**src/rtl/vdg_pkg.sv**
```systemverilog
// Shared definitions for the VDG display-address path.
// Mode encoding, default geometry and per-mode bytes/repeat lookup.
package vdg_pkg;

    // Latched display mode: bit 3 is AnG, bits 2:0 are GM.
    // Alpha ignores GM, so it always collapses to a single code.
    typedef enum logic [3:0] {
        MODE_ALPHA = 4'b0000,
        MODE_G0    = 4'b1000,
        MODE_G1    = 4'b1001,
        MODE_G2    = 4'b1010,
        MODE_G3    = 4'b1011,
        MODE_G4    = 4'b1100,
        MODE_G5    = 4'b1101,
        MODE_G6    = 4'b1110,
        MODE_G7    = 4'b1111
    } vdg_mode_t;

    localparam int unsigned VDG_ADDR_WIDTH   = 13;
    localparam int unsigned VDG_ALPHA_ROWS   = 12;
    localparam int unsigned VDG_NARROW_BYTES = 16;
    localparam int unsigned VDG_WIDE_BYTES   = 32;
    localparam int unsigned VDG_CNT_WIDTH    = 4;

    localparam int unsigned VDG_REP_TRIPLE = 3;
    localparam int unsigned VDG_REP_DOUBLE = 2;
    localparam int unsigned VDG_REP_SINGLE = 1;

    function automatic vdg_mode_t vdg_mode(
        input logic       ang,
        input logic [2:0] gm
    );
        vdg_mode_t m;
        m = MODE_ALPHA;
        if (ang) begin
            m = vdg_mode_t'({1'b1, gm});
        end
        return m;
    endfunction

    function automatic int unsigned vdg_line_bytes(
        input logic        ang,
        input logic [2:0]  gm,
        input int unsigned narrow = VDG_NARROW_BYTES,
        input int unsigned wide   = VDG_WIDE_BYTES
    );
        int unsigned b;
        b = wide;
        if (ang) begin
            case (gm)
                3'd0, 3'd1, 3'd3, 3'd5: b = narrow;
                default:                b = wide;
            endcase
        end
        return b;
    endfunction

    function automatic int unsigned vdg_line_repeat(
        input logic        ang,
        input logic [2:0]  gm,
        input int unsigned alpha_rows = VDG_ALPHA_ROWS
    );
        int unsigned r;
        r = alpha_rows;
        if (ang) begin
            case (gm)
                3'd0, 3'd1, 3'd2: r = VDG_REP_TRIPLE;
                3'd3, 3'd4:       r = VDG_REP_DOUBLE;
                default:          r = VDG_REP_SINGLE;
            endcase
        end
        return r;
    endfunction

endpackage

```
**src/rtl/vdg_mode_decode.sv**
```systemverilog
// Combinational mode decoder: AnG/GM -> line length and line repeat.
// Ports: ang_i, gm_i (mode select) -> bytes_o (bytes/line), rpt_o (lines/group).
module vdg_mode_decode
    import vdg_pkg::*;
#(
    parameter int unsigned ALPHA_ROWS   = VDG_ALPHA_ROWS,
    parameter int unsigned NARROW_BYTES = VDG_NARROW_BYTES,
    parameter int unsigned WIDE_BYTES   = VDG_WIDE_BYTES,
    parameter int unsigned CNT_WIDTH    = VDG_CNT_WIDTH,
    parameter int unsigned BYTES_W      = $clog2(WIDE_BYTES + 1)
) (
    input  logic               ang_i,
    input  logic [2:0]         gm_i,
    output logic [BYTES_W-1:0] bytes_o,
    output logic [CNT_WIDTH:0] rpt_o
);

    localparam int unsigned RW = CNT_WIDTH + 1;

    assign bytes_o = BYTES_W'(vdg_line_bytes(ang_i, gm_i, NARROW_BYTES, WIDE_BYTES));
    assign rpt_o   = RW'(vdg_line_repeat(ang_i, gm_i, ALPHA_ROWS));

endmodule

```
**src/rtl/vdg_address_generator.sv**
```systemverilog
// Mode-aware display address generator for the 6847-compatible VDG.
// Ports: clk, reset (sync, active-high); strobes frame_start/line_end/byte_tick;
//   mode AnG/GM; start_addr (frame base, used with VDG_START_OFFSET_EN);
//   outputs DA (registered address), row (repeat/char row), RP, overrun pulses.
// Build option: define VDG_START_OFFSET_EN to start each frame at start_addr.
module vdg_address_generator
    import vdg_pkg::*;
#(
    parameter int unsigned ADDR_WIDTH   = 13,
    parameter int unsigned ALPHA_ROWS   = 12,
    parameter int unsigned NARROW_BYTES = 16,
    parameter int unsigned WIDE_BYTES   = 32,
    parameter int unsigned CNT_WIDTH    = 4
) (
    input  logic                  clk,
    input  logic                  reset,
    input  logic                  frame_start,
    input  logic                  line_end,
    input  logic                  byte_tick,
    input  logic                  AnG,
    input  logic [2:0]            GM,
    input  logic [ADDR_WIDTH-1:0] start_addr,
    output logic [ADDR_WIDTH-1:0] DA,
    output logic [CNT_WIDTH-1:0]  row,
    output logic                  RP,
    output logic                  overrun
);

    localparam int unsigned BYTES_W = $clog2(WIDE_BYTES + 1);
    localparam int unsigned RW      = CNT_WIDTH + 1;

    vdg_mode_t             mode_q, mode_d;
    logic [ADDR_WIDTH-1:0] base_q, base_d;
    logic [ADDR_WIDTH-1:0] idx_q, idx_d;
    logic [ADDR_WIDTH-1:0] da_q, da_d;
    logic [CNT_WIDTH-1:0]  row_q, row_d;
    logic                  rp_q, rp_d;
    logic                  ovr_q, ovr_d;

    // Mode presented on the inputs (takes effect at a strobe)
    vdg_mode_t          in_mode;
    logic [BYTES_W-1:0] in_bytes;
    logic [RW-1:0]      in_rpt;

    // Mode currently latched for the line in progress
    logic [BYTES_W-1:0] cur_bytes;
    logic [RW-1:0]      cur_rpt_unused;

    logic [ADDR_WIDTH-1:0] frame_base;
    logic [ADDR_WIDTH-1:0] idx_inc;
    logic [RW-1:0]         row_inc;
    logic                  group_done;
    logic                  line_full;

    assign in_mode = vdg_mode(AnG, GM);

    vdg_mode_decode #(
        .ALPHA_ROWS  (ALPHA_ROWS),
        .NARROW_BYTES(NARROW_BYTES),
        .WIDE_BYTES  (WIDE_BYTES),
        .CNT_WIDTH   (CNT_WIDTH),
        .BYTES_W     (BYTES_W)
    ) u_dec_in (
        .ang_i  (AnG),
        .gm_i   (GM),
        .bytes_o(in_bytes),
        .rpt_o  (in_rpt)
    );

    vdg_mode_decode #(
        .ALPHA_ROWS  (ALPHA_ROWS),
        .NARROW_BYTES(NARROW_BYTES),
        .WIDE_BYTES  (WIDE_BYTES),
        .CNT_WIDTH   (CNT_WIDTH),
        .BYTES_W     (BYTES_W)
    ) u_dec_cur (
        .ang_i  (mode_q[3]),
        .gm_i   (mode_q[2:0]),
        .bytes_o(cur_bytes),
        .rpt_o  (cur_rpt_unused)
    );

`ifdef VDG_START_OFFSET_EN
    assign frame_base = start_addr;
`else
    logic unused_start_addr;
    assign unused_start_addr = ^start_addr;
    assign frame_base        = '0;
`endif

    assign idx_inc = idx_q + ADDR_WIDTH'(1);
    assign row_inc = {1'b0, row_q} + RW'(1);

    // ">=" rather than "==" so that a switch to a mode with fewer
    // repeats, while row already exceeds it, closes the group at once.
    assign group_done = (row_inc >= in_rpt);

    // Last byte of the line already reached: further ticks are dropped.
    assign line_full = (idx_inc >= ADDR_WIDTH'(cur_bytes));

    // Next-state: strobes in strict priority, lower ones dropped.
    always_comb begin
        mode_d = mode_q;
        base_d = base_q;
        idx_d  = idx_q;
        row_d  = row_q;
        rp_d   = 1'b0;
        ovr_d  = 1'b0;
        if (frame_start) begin
            mode_d = in_mode;
            base_d = frame_base;
            idx_d  = '0;
            row_d  = '0;
        end else if (line_end) begin
            mode_d = in_mode;
            idx_d  = '0;
            if (group_done) begin
                row_d  = '0;
                base_d = base_q + ADDR_WIDTH'(in_bytes);
                rp_d   = (in_mode == MODE_ALPHA) && (in_rpt > RW'(1));
            end else begin
                row_d = row_inc[CNT_WIDTH-1:0];
            end
        end else if (byte_tick) begin
            if (line_full) begin
                ovr_d = 1'b1;
            end else begin
                idx_d = idx_inc;
            end
        end
    end

    // Address is registered from next-state so DA moves one cycle
    // after the strobe, with no extra pipeline stage.
    assign da_d = base_d + idx_d;

    always_ff @(posedge clk) begin
        if (reset) begin
            mode_q <= MODE_ALPHA;
            base_q <= '0;
            idx_q  <= '0;
            row_q  <= '0;
            da_q   <= '0;
            rp_q   <= 1'b0;
            ovr_q  <= 1'b0;
        end else begin
            mode_q <= mode_d;
            base_q <= base_d;
            idx_q  <= idx_d;
            row_q  <= row_d;
            da_q   <= da_d;
            rp_q   <= rp_d;
            ovr_q  <= ovr_d;
        end
    end

    assign DA      = da_q;
    assign row     = row_q;
    assign RP      = rp_q;
    assign overrun = ovr_q;

endmodule

```
**config.mk**
```make
export PLATFORM = sky130hd
export DESIGN_NAME = vdg_address_generator
export DESIGN_NICKNAME = d
export VERILOG_FILES = /design/src/rtl/vdg_pkg.sv /design/src/rtl/vdg_mode_decode.sv /design/src/rtl/vdg_address_generator.sv
export SDC_FILE = /design/constraint.sdc
export NUM_CORES = 1
export LEC_CHECK = 0
export CAP_MARGIN = 30
export CORE_UTILIZATION = 35
export DETAILED_ROUTE_END_ITERATION = 8
export DONT_BUFFER_PORTS = 1
export PLACE_DENSITY = 0.6
export SLEW_MARGIN = 30
export SYNTH_ARGS = -nofsm -noshare
export SYNTH_HDL_FRONTEND = slang
export SYNTH_HIERARCHICAL = 1
export SYNTH_SLANG_ARGS = --single-unit
```
**constraint.sdc**
```tcl
create_clock -name clk -period 12.1 [get_ports clk]
set_clock_uncertainty 0.1 [all_clocks]
set_input_delay 3.63 -clock clk [delete_from_list [all_inputs] [get_ports clk]]
set_output_delay 3.63 -clock clk [all_outputs]
set_load 0.02 [all_outputs]
```
==> summary.txt, run 1 <==
Synthesis
  – Yosys Warn Count: 6
  – Post-Syn Instances: 392
  – Syn Area/Cell: 8.417 sq um
  – Post-Syn Area: 3299 sq um

Die
  – Starting Density: 0.3588
  – Die H: 99.09 um
  – CORE AREA: 9196 sq um
  – Die Span X: 99.09 um
  – Total Die Area: 9819 sq um
  – Row count: 35
  – IO Count: 41

Pwr
  – Peak supply drop: 42.04 uV
  – Int Power: 0.0002127 W
  – Switching Share: 0.2571
  – Cell leakage power: 1.547 nW
  – Clock power frac: 0.348
  – Sw power: 0.00007359 W
  – Gate power share: 0.078
  – PwrDens: 84.00 nW/um^2
  – Sequential Power Share: 0.574

Global route
  – Total grt overflow: 0
  – Pin count of the biggest net entering global routing: 23
  – Vias in the first global route: 2539
  – Initial antenna violation count: 0
  – First-pass GRT wire length: 11.07 mm
  – GRT Total Usage: 0.1399

Final layout
  – Fillers: 954
  – Diode count: 0
  – Nets: 439
  – Post-layout instance area: 3408 sq um
  – Share of cells above drive strength 1: 0.07532
  – Synthesis-to-finish area growth: 3.299%

Timing
  – Fin. Hold Viols: 0
  – Final min period: 7.919 ns
  – F_max: 126.3 MHz
  – Setup violators final: 0
  – Actual slew at the worst max-slew pin: 0.8377 ns
  – Final period utilization: 0.6545
  – RSZ-0062 raised after global routing: false
  – Max-slew violation count: 0
  – Setup TNS: 0 ns
  – WHS: 0.3469 ns
  – Relative slew margins: 0.4416

Place
  – Routability-driven placement congestion ratio: 0.8160
  – Dpl cell area: 3322 sq um
  – Port bufs: 0
  – Dpl hpwl: 4.986 mm

Detailed routing
  – Final ANT Viol Nets: 0
  – Drt pass-1 iters: 4
  – DR vias/cell: 5.048
  – Routed len/inst: 12.98 um
  – Initial drt markers: 82
  – Final WL: 6.440 mm
  – Vias: 2504
  – DRC: 0

CTS
  – Post CTS Setup Buffer Count: 0
  – Cts-stage hold buffer count: 0
  – CTS sink count: 49
  – CTS tree: yes
  – Post-cts gate resize count: 0
  – Clock root cell: clkbuf_8
  – CTS Buffer Depth: 2
  – H-tree Lvls: 2
  – Reg clk slew, reported paths: 0.10 ns
  – Cts bufs inserted: 5
  – Clock latency on the worst-skew pair: 0.31 ns

Worst setup path
  – CP Launch Point: GM[2]
  – Worst reg2reg path startpoint: idx_q[0]
  – Critical Path End Type: flop
  – R2r endpoint: DA[12]
  – Critical Path RT: 12.25 ns
  – Worst setup path end: DA[12]
  – Reg2Reg Depth: 19
  – Reg2Reg Setup Slack: 6.95 ns
  – Worst setup path class: input port to flop
  – CP Launch Type: input port
  – Critical Path AT: 8.07 ns
  – CP max FO: 18

Run status
  – Status: finished clean

Hold path
  – Hold crit path type: flop to flop

Job
  – Max Cap Viol: 0
## worst min-delay path by stage
stage              start  slack [ns]   endpoint  cells past startpoint
5_1_grt        mode_q[1]        0.37  mode_q[1]                      2
3_3_place_gp   mode_q[1]        0.33  mode_q[1]                      2
3_5_place_dp   mode_q[1]        0.34  mode_q[1]                      2
4_1_cts        mode_q[1]        0.35  mode_q[1]                      2
6_report       mode_q[1]        0.35  mode_q[1]                      2
2_1_floorplan  mode_q[1]        0.33  mode_q[1]                      2
## per-layer routing
metal	share of wire	global-route usage	up-vias
li1	-	-	1335
met1	0.46	0.1621	1134
met2	0.49	0.2582	27
met3	0.032	0.02670	8
met4	0.016	0.04638	0
met5	0	0	-
## power groups by stage
| stage | logic, W | clock network [W] | registers (W) |
|---|---|---|---|
| after floorplan | 0.0000226 | 0 | 0.000168 |
| after global placement | 0.0000217 | 0 | 0.000168 |
| after detailed placement | 0.0000222 | 0 | 0.000168 |
| after CTS | 0.0000223 | 0.000104 | 0.000164 |
| after global routing | 0.0000257 | 0.000110 | 0.000165 |
| final | 0.0000222 | 0.0000997 | 0.000164 |
## flip-flops by register name (all words and copies together) (netlist names)
| signal | count |
|---|---|
| mode_q | 4 |
| idx_q | 13 |
| RP | 1 |
| DA | 13 |
| overrun | 1 |
| row | 4 |
| base_q | 13 |
## cell type report
type / count / area [sq um] / area share
tap: 111 / 138.9 / 0.04075
multi-input combinational: 308 / 2127 / 0.6241
sequential: 49 / 980.9 / 0.2878
clock buffer: 6 / 72.57 / 0.02129
clock inverter: 2 / 13.76 / 0.004038
inverter: 20 / 75.07 / 0.02203
## metrics by stage
stage	setup slack [ns]	std cells	power, W	util
2_1_floorplan	4.527	399	0.0001904	-
3_3_place_gp	3.830	488	0.0001898	0.3612
3_5_place_dp	3.791	488	0.0001903	0.3612
4_1_cts	4.106	496	0.0002911	0.3706
5_1_grt	3.774	496	0.0003006	0.3706
6_report	4.181	496	0.0002863	0.3706
## critical path, stage by stage
cell	delay, ns
or2b_1	0.24
o2bb2ai_1	0.14
ha_1	0.26
nand2b_1	0.13
a21o_1	0.17
a21o_1	0.19
a41oi_2	0.72
mux2i_1	0.30
nor2_1	0.07
ha_1	0.22
fa_1	0.41
a21oi_1	0.20
o21ai_0	0.18
o31ai_1	0.39
o211a_1	0.22
o21ai_0	0.11
xnor2_1	0.25
mux2i_1	0.22
## cell usage in the layout, fill, tap and decap left out, drive strengths merged, types with 2 or more instances in the layout
cell type / instances
nor3b: 4
nor2: 59
a21oi: 17
fa: 2
or2b: 2
o21ai: 12
ha: 31
nor4b: 2
nand2b: 4
a211oi: 3
a31o: 2
and3: 17
a22o: 2
nand2: 23
dfxtp: 49
nor4: 2
o21bai: 2
nor2b: 3
o31ai: 2
o21a: 3
xnor2: 21
and2b: 4
a22oi: 5
inv: 21
nor3: 8
nand3: 16
xor2: 10
nand4: 4
o2111ai: 2
mux2i: 6
a21o: 11
clkbuf: 6
conb: 9
o211a: 2
and4: 3
Power figures use the tool's default switching activity.
==> inputs of run 2 (changes only) <==
==> constraint.sdc (replaced) <==
create_clock -name clk -period 7.3 [get_ports clk]
set_clock_uncertainty 0.1 [all_clocks]
set_input_delay 2.19 -clock clk [delete_from_list [all_inputs] [get_ports clk]]
set_output_delay 2.19 -clock clk [all_outputs]
set_load 0.02 [all_outputs]
==> run 2 against run 1 <==
  * Global-route usage grew 0.21 points
  * Wire length rose by 2.4%
  * Via count increased by 3.0%
  * Worst hold slack gained 0.0063 ns
  * Critical endpoint unchanged
  * Largest cell class unchanged
  * Largest power group unchanged
  * Highest routed layer unchanged
==> summary.txt, run 2 (same netlist as run 1, synthesis figures left out) <==
Run status
  – Status: finished clean (unchanged)

Worst setup path
  – Critical-path cell list: or2b_1 > o2bb2ai_1 > ha_1 > nand2b_1 > a21o_1 > a21o_1 > a41oi_2 > mux2i_1 > nor2_1 > ha_1 > fa_1 > a21oi_1 > o21ai_0 > o31ai_1 > o211a_1 > o21ai_0 > xnor2_1 > mux2i_1 (unchanged)
  – Crit path max-delay cell type: a41oi_2 (unchanged)
  – CP Launch Type: input port (unchanged)
  – Critical Path End Type: flop (unchanged)
  – Worst setup path class: input port to flop (unchanged)
  – Critical Path RT: 7.45 ns (was 12.25 ns)
  – CP max FO: 13 (was 18)
  – Critical Path AT: 6.58 ns (was 8.07 ns)
  – Slowest stage delay, CP: 0.61 ns (was 0.72 ns)

Die
  – Starting Density: 0.3588 (unchanged)
  – CORE AREA: 9196 sq um (unchanged)
  – Total Die Area: 9819 sq um (unchanged)
  – Die H: 99.09 um (unchanged)
  – IO Count: 41 (unchanged)
  – Row count: 35 (unchanged)
  – Die Span X: 99.09 um (unchanged)

Job
  – Max Cap Viol: 0 (unchanged)

CTS
  – Post CTS Setup Buffer Count: 0 (unchanged)
  – H-tree Lvls: 2 (unchanged)
  – Clock root cell: clkbuf_8 (unchanged)
  – Cts bufs inserted: 5 (unchanged)
  – Post-cts gate resize count: 0 (unchanged)
  – CTS Buffer Depth: 2 (unchanged)
  – CTS tree: yes (unchanged)
  – Cts-stage hold buffer count: 0 (unchanged)
  – CTS sink count: 49 (unchanged)
  – Clock latency on the worst-skew pair: 0.31 ns (about the same)
  – Reg clk slew, reported paths: 0.10 ns (about the same)

Place
  – Port bufs: 0 (unchanged)
  – Placed insts: 489 (was 488)
  – Pre-CTS setup slack: 0.5424 ns (was 3.791 ns)
  – Dpl hpwl: 5.099 mm (was 4.986 mm)
  – Routability-driven placement congestion ratio: 0.8124 (was 0.8160)

Detailed routing
  – Routed len/inst: 13.27 um (was 12.98 um)
  – Final WL: 6.593 mm (was 6.440 mm)
  – Drt pass-1 iters: 4 (unchanged)
  – Initial drt markers: 115 (was 82)
  – Final ANT Viol Nets: 0 (unchanged)
  – DR vias/cell: 5.187 (was 5.048)
  – DRC: 0 (unchanged)
  – Vias: 2578 (was 2504)

Timing
  – Final min period: 6.438 ns
  – WHS: 0.3533 ns (was 0.3469 ns)
  – Fin. Hold Viols: 0 (unchanged)
  – RSZ-0062 raised after global routing: false (unchanged)
  – F_max: 155.3 MHz
  – Final period utilization: 0.8819
  – Setup TNS: 0 ns (unchanged)
  – Final worst slack: 0.8624 ns (was 4.181 ns)
  – Setup violators final: 0 (unchanged)
  – Max-slew violation count: 0 (unchanged)
  – Relative slew margins: 0.4870 (was 0.4416)
  – Actual slew at the worst max-slew pin: 0.7667 ns (was 0.8377 ns)

Pwr
  – Switching Share: 0.2524 (was 0.2571)
  – Clock power frac: 0.344 (was 0.348)
  – Int Power: 0.0003527 W (was 0.0002127 W)
  – Peak supply drop: 71.13 uV (was 42.04 uV)
  – Sw power: 0.0001190 W (was 0.00007359 W)
  – Sequential Power Share: 0.577 (was 0.574)
  – Cell leakage power: 1.551 nW (was 1.547 nW)
  – Gate power share: 0.079 (was 0.078)
  – Final Power: 0.0004717 W (was 0.0002863 W)
  – PwrDens: 138.1 nW/um^2 (was 84.00 nW/um^2)

Global route
  – GRT Total Usage: 0.1420 (was 0.1399)
  – Total grt overflow: 0 (unchanged)
  – First-pass GRT wire length: 11.29 mm (was 11.07 mm)
  – Vias in the first global route: 2455 (was 2539)
  – Initial antenna violation count: 0 (unchanged)
  – Pin count of the biggest net entering global routing: 23 (unchanged)

Final layout
  – Commonest non-fill, non-tap cell in the layout: nor2_1 (unchanged)
  – Share of cells above drive strength 1: 0.07772 (was 0.07532)
  – Nets: 440 (was 439)
  – Post-route insts no fill: 497 (was 496)
  – Fillers: 953 (was 954)
  – Commonest cells after routing, fill and taps aside: nor2_1 (56), dfxtp_1 (49), ha_1 (31) (unchanged)
  – Diode count: 0 (unchanged)
  – Synthesis-to-finish area growth: 3.527% (was 3.299%)

Hold path
  – Hold crit path type: flop to flop (unchanged)
==> run 2: path summary, 6_finish.rpt <==
path | start | endpoint | slack [ns] | cells past startpoint
max | GM[2] | DA[12] | 0.86 | 18
min | mode_q[1] | mode_q[1] | 0.35 | 2
max reg2reg | idx_q[0] | DA[12] | 2.05 | 19
min reg2reg | mode_q[1] | mode_q[1] | 0.35 | 2
==> run 2: stage by stage <==
| stage | instance area [sq um] | utilization |
|---|---|---|
| after floorplan | 3326 | - |
| after global placement | 3329 | 0.3620 |
| after detailed placement | 3329 | 0.3620 |
| after CTS | 3416 | 0.3714 |
| after global routing | 3416 | 0.3714 |
| final | 3416 | 0.3714 |
==> run 2: layout make-up <==
| type | count | area (sq um) | share of cell area |
|---|---|---|---|
| inverter | 20 | 75.07 | 0.02198 |
| sequential | 49 | 980.9 | 0.2872 |
| multi-input combinational | 308 | 2127 | 0.6227 |
| clock buffer | 6 | 72.57 | 0.02125 |
| tap | 111 | 138.9 | 0.04066 |
| timing repair buffer | 1 | 7.507 | 0.002198 |
| clock inverter | 2 | 13.76 | 0.004029 |
==> run 2: per-layer routing <==
layer | track usage | up-vias | part of all wire
met5 | 0 | - | 0
met4 | 0.03733 | 0 | 0.011
met3 | 0.02952 | 5 | 0.041
met2 | 0.2534 | 42 | 0.49
met1 | 0.1738 | 1196 | 0.45
li1 | - | 1335 | -
==> run 2: power by group through the flow <==
stage	Clock, W	Sequential [W]	Combinational, W
floorplan	0	0.000278	0.0000375
global placement	0	0.000279	0.0000362
detailed placement	0	0.000279	0.0000372
CTS	0.000167	0.000272	0.0000373
global route	0.000180	0.000273	0.0000427
finish	0.000162	0.000272	0.0000371
==> run 2: worst max-delay path: cells and delay by family <==
family | cells | cell delay (ns)
AO/OA/AOI/OAI | 9 | 2.26
adder cells (fa/ha/maj) | 3 | 0.89
XOR/XNOR | 1 | 0.29
multiplexers | 2 | 0.51
AND/OR/NAND/NOR | 3 | 0.44
==> inputs of run 3 (changes only) <==
--- a/config.mk
+++ b/config.mk
@@ -13,5 +13,4 @@
 export SLEW_MARGIN = 30
 export SYNTH_ARGS = -nofsm -noshare
 export SYNTH_HDL_FRONTEND = slang
-export SYNTH_HIERARCHICAL = 1
 export SYNTH_SLANG_ARGS = --single-unit
==> run 3 against run 2 <==
  * Count of clock-buffer cells in the layout rose by 1
  * Clock power rose by 25%
  * Synthesized cell count fell by 18%
  * Worst hold slack got worse by 0.0072 ns
  * Final cell count fell by 16%
  * Synthesized area fell by 14%
  * Via count fell by 18%
  * Largest cell class unchanged
==> summary.txt, run 3 <==
CTS
  – Reg clk slew, reported paths: 0.09 ns (was 0.10 ns)
  – H-tree Lvls: 2 (unchanged)
  – CTS tree: yes (unchanged)
  – Clock root cell: clkbuf_8 (unchanged)
  – Post CTS Setup Buffer Count: 0 (unchanged)
  – Cts-stage hold buffer count: 0 (unchanged)
  – Cts bufs inserted: 5 (unchanged)
  – Clock latency on the worst-skew pair: 0.30 ns (was 0.31 ns)
  – Post-cts gate resize count: 0 (unchanged)
  – CTS Buffer Depth: 2 (unchanged)
  – CTS sink count: 49 (unchanged)

Run status
  – Status: finished clean (unchanged)

Synthesis
  – Number of synthesized flops with an enable pin: 0
  – Synth Area in XOR/XNOR: 0.08904
  – Most common cell in the synthesized netlist: dfxtp_1
  – FFs w/ async S/R, synth: 0
  – Leading area contributor after synthesis: dfxtp_1
  – Syn nets: 366
  – Synth cell types: 53
  – Post-Syn Area: 2853 sq um (was 3299 sq um)
  – Ys flop type: dfxtp_1
  – Syn Area/Cell: 8.915 sq um (was 8.417 sq um)
  – Mux cell area share after synthesis: 0.01754
  – Yosys reg bits: 49
  – Yosys Warn Count: 0 (was 6)
  – Post-synthesis adder-cell area fraction: 0.1140
  – Post-Syn Instances: 320 (was 392)
  – Synth top area share: 0.3439
  – Compound-Gate Fraction of Synth Area: 0.1307
  – Combinational family with the most area after synthesis: simple AND/OR/NAND/NOR gates
  – Synth area leaders: dfxtp_1 (34%), ha_1 (9.6%), xor2_1 (5.8%)
  – Synth Area in Simple Gates: 0.2680
  – Most frequent cells after synthesis: dfxtp_1 (49), nor2_1 (41), ha_1 (22), xor2_1 (19), nand2_1 (18)
  – Sequential area share after synthesis: 0.3439

Detailed routing
  – Final ANT Viol Nets: 0 (unchanged)
  – Initial drt markers: 60 (was 115)
  – Drt pass-1 iters: 4 (unchanged)
  – DR vias/cell: 5.098 (was 5.187)
  – Routed len/inst: 13.37 um (was 13.27 um)
  – DRC: 0 (unchanged)
  – Vias: 2126 (was 2578)
  – Final WL: 5.574 mm (was 6.593 mm)

Die
  – Total Die Area: 8516 sq um (was 9819 sq um)
  – IO Count: 41 (unchanged)
  – Die Span X: 92.28 um (was 99.09 um)
  – Row count: 32 (was 35)
  – CORE AREA: 7807 sq um (was 9196 sq um)
  – Die H: 92.28 um (was 99.09 um)
  – Starting Density: 0.3654 (was 0.3588)

Final layout
  – Commonest non-fill, non-tap cell in the layout: dfxtp_1 (was nor2_1)
  – Commonest cells after routing, fill and taps aside: dfxtp_1 (49), nor2_1 (41), ha_1 (22) (was nor2_1 (56), dfxtp_1 (49), ha_1 (31))
  – Synthesis-to-finish area growth: 6.053% (was 3.527%)
  – Share of cells above drive strength 1: 0.06349 (was 0.07772)
  – Nets: 360 (was 440)
  – Diode count: 0 (unchanged)

Timing
  – F_max: 164.7 MHz (was 155.3 MHz)
  – Setup TNS: 0 ns (unchanged)
  – Actual slew at the worst max-slew pin: 0.5093 ns (was 0.7667 ns)
  – RSZ-0062 raised after global routing: false (unchanged)
  – Final period utilization: 0.8319 (was 0.8819)
  – Final worst slack: 1.227 ns (was 0.8624 ns)
  – Final min period: 6.073 ns (was 6.438 ns)
  – Fin. Hold Viols: 0 (unchanged)
  – Setup violators final: 0 (unchanged)
  – Max-slew violation count: 0 (unchanged)
  – Relative slew margins: 0.6569 (was 0.4870)

Place
  – Pre-CTS setup slack: 0.9139 ns (was 0.5424 ns)
  – Port bufs: 0 (unchanged)
  – Dpl hpwl: 4.116 mm (was 5.099 mm)
  – Routability-driven placement congestion ratio: 0.8094 (was 0.8124)

Global route
  – GRT Total Usage: 0.1468 (was 0.1420)
  – First-pass GRT wire length: 10.01 mm (was 11.29 mm)
  – Pin count of the biggest net entering global routing: 28 (was 23)
  – Total grt overflow: 0 (unchanged)
  – Vias in the first global route: 2180 (was 2455)
  – Initial antenna violation count: 0 (unchanged)

Pwr
  – Peak supply drop: 67.18 uV (was 71.13 uV)
  – Final Power: 0.0004973 W (was 0.0004717 W)
  – PwrDens: 164.4 nW/um^2 (was 138.1 nW/um^2)
  – Cell leakage power: 1.280 nW (was 1.551 nW)

Worst setup path
  – Critical Path AT: 6.21 ns (was 6.58 ns)
  – CP max FO: 9 (was 13)
  – Critical Path End Type: flop (unchanged)
  – CP Launch Type: input port (unchanged)
  – Critical Path RT: 7.44 ns (was 7.45 ns)
  – Worst setup path class: input port to flop (unchanged)

Job
  – Max Cap Viol: 0 (unchanged)

Hold path
  – Hold crit path type: flop to flop (unchanged)
## run 3: layout make-up
type,count,area [sq um]
Clock inverter,1,30.03
Multi-Input combinational cell,249,1767
Clock buffer,7,86.33
Sequential cell,49,980.9
Fill cell,790,4782
Tap cell,102,127.6
Inverter,9,33.78
## run 3: stage by stage
step,util,cells,area (sq um),hold WS [ns]
3_5_place_dp,0.3726,409,2909,0.3364
6_report,0.3875,417,3025,0.3461
2_1_floorplan,-,320,2853,0.3214
3_3_place_gp,0.3726,409,2909,0.3298
4_1_cts,0.3875,417,3025,0.3489
5_1_grt,0.3875,417,3025,0.3707
## run 3: cell families (layout without fill, tap and decap cells)
group	after synthesis	count (layout)
compound gates	49	49
xor+xnor	29	29
fa+ha+maj	25	25
buf+inv	22	17
flops	49	49
mux	5	5
simple gates	141	141
## run 3: critical path: stages
cell and delay (ns):
or3b_2 0.44, and3_1 0.19, ha_1 0.26, nand2b_1 0.14
a21o_1 0.19, a211o_1 0.31, and2_1 0.28, mux2i_1 0.23
nor2_1 0.06, ha_1 0.35, nand2_1 0.08, o21ai_0 0.32
o221ai_1 0.26, o211a_1 0.30, o21ai_0 0.21, xor2_1 0.20
mux2i_1 0.20
## run 3: worst paths after layout
| path | slack (ns) | cells after the start | to | from |
|---|---|---|---|---|
| worst max register to register | 2.60 | 19 | DA[12] | mode_q[0] |
| worst min-delay path | 0.35 | 2 | mode_q[3] | mode_q[3] |
| worst max-delay path | 1.23 | 17 | DA[12] | GM[1] |
| worst min register to register | 0.35 | 2 | mode_q[3] | mode_q[3] |
## run 3: per-layer routing
layer | share of wire | GRT usage | vias up | routed length (um)
li1 | - | - | 1102 | -
met1 | 0.51 | 0.1930 | 989 | 2826
met2 | 0.45 | 0.2363 | 27 | 2506
met3 | 0.025 | 0.03151 | 8 | 137
met4 | 0.019 | 0.05078 | 0 | 105
met5 | 0 | 0 | - | 0
## run 3: where the power goes
part | leakage (nW) | internal, W | total, W | switching [W]
registers | 0.396 | 0.000269 | 0.000272 | 0.00000276
logic | 0.826 | 0.0000101 | 0.0000233 | 0.0000132
clock network | 0.0585 | 0.000112 | 0.000202 | 0.0000901
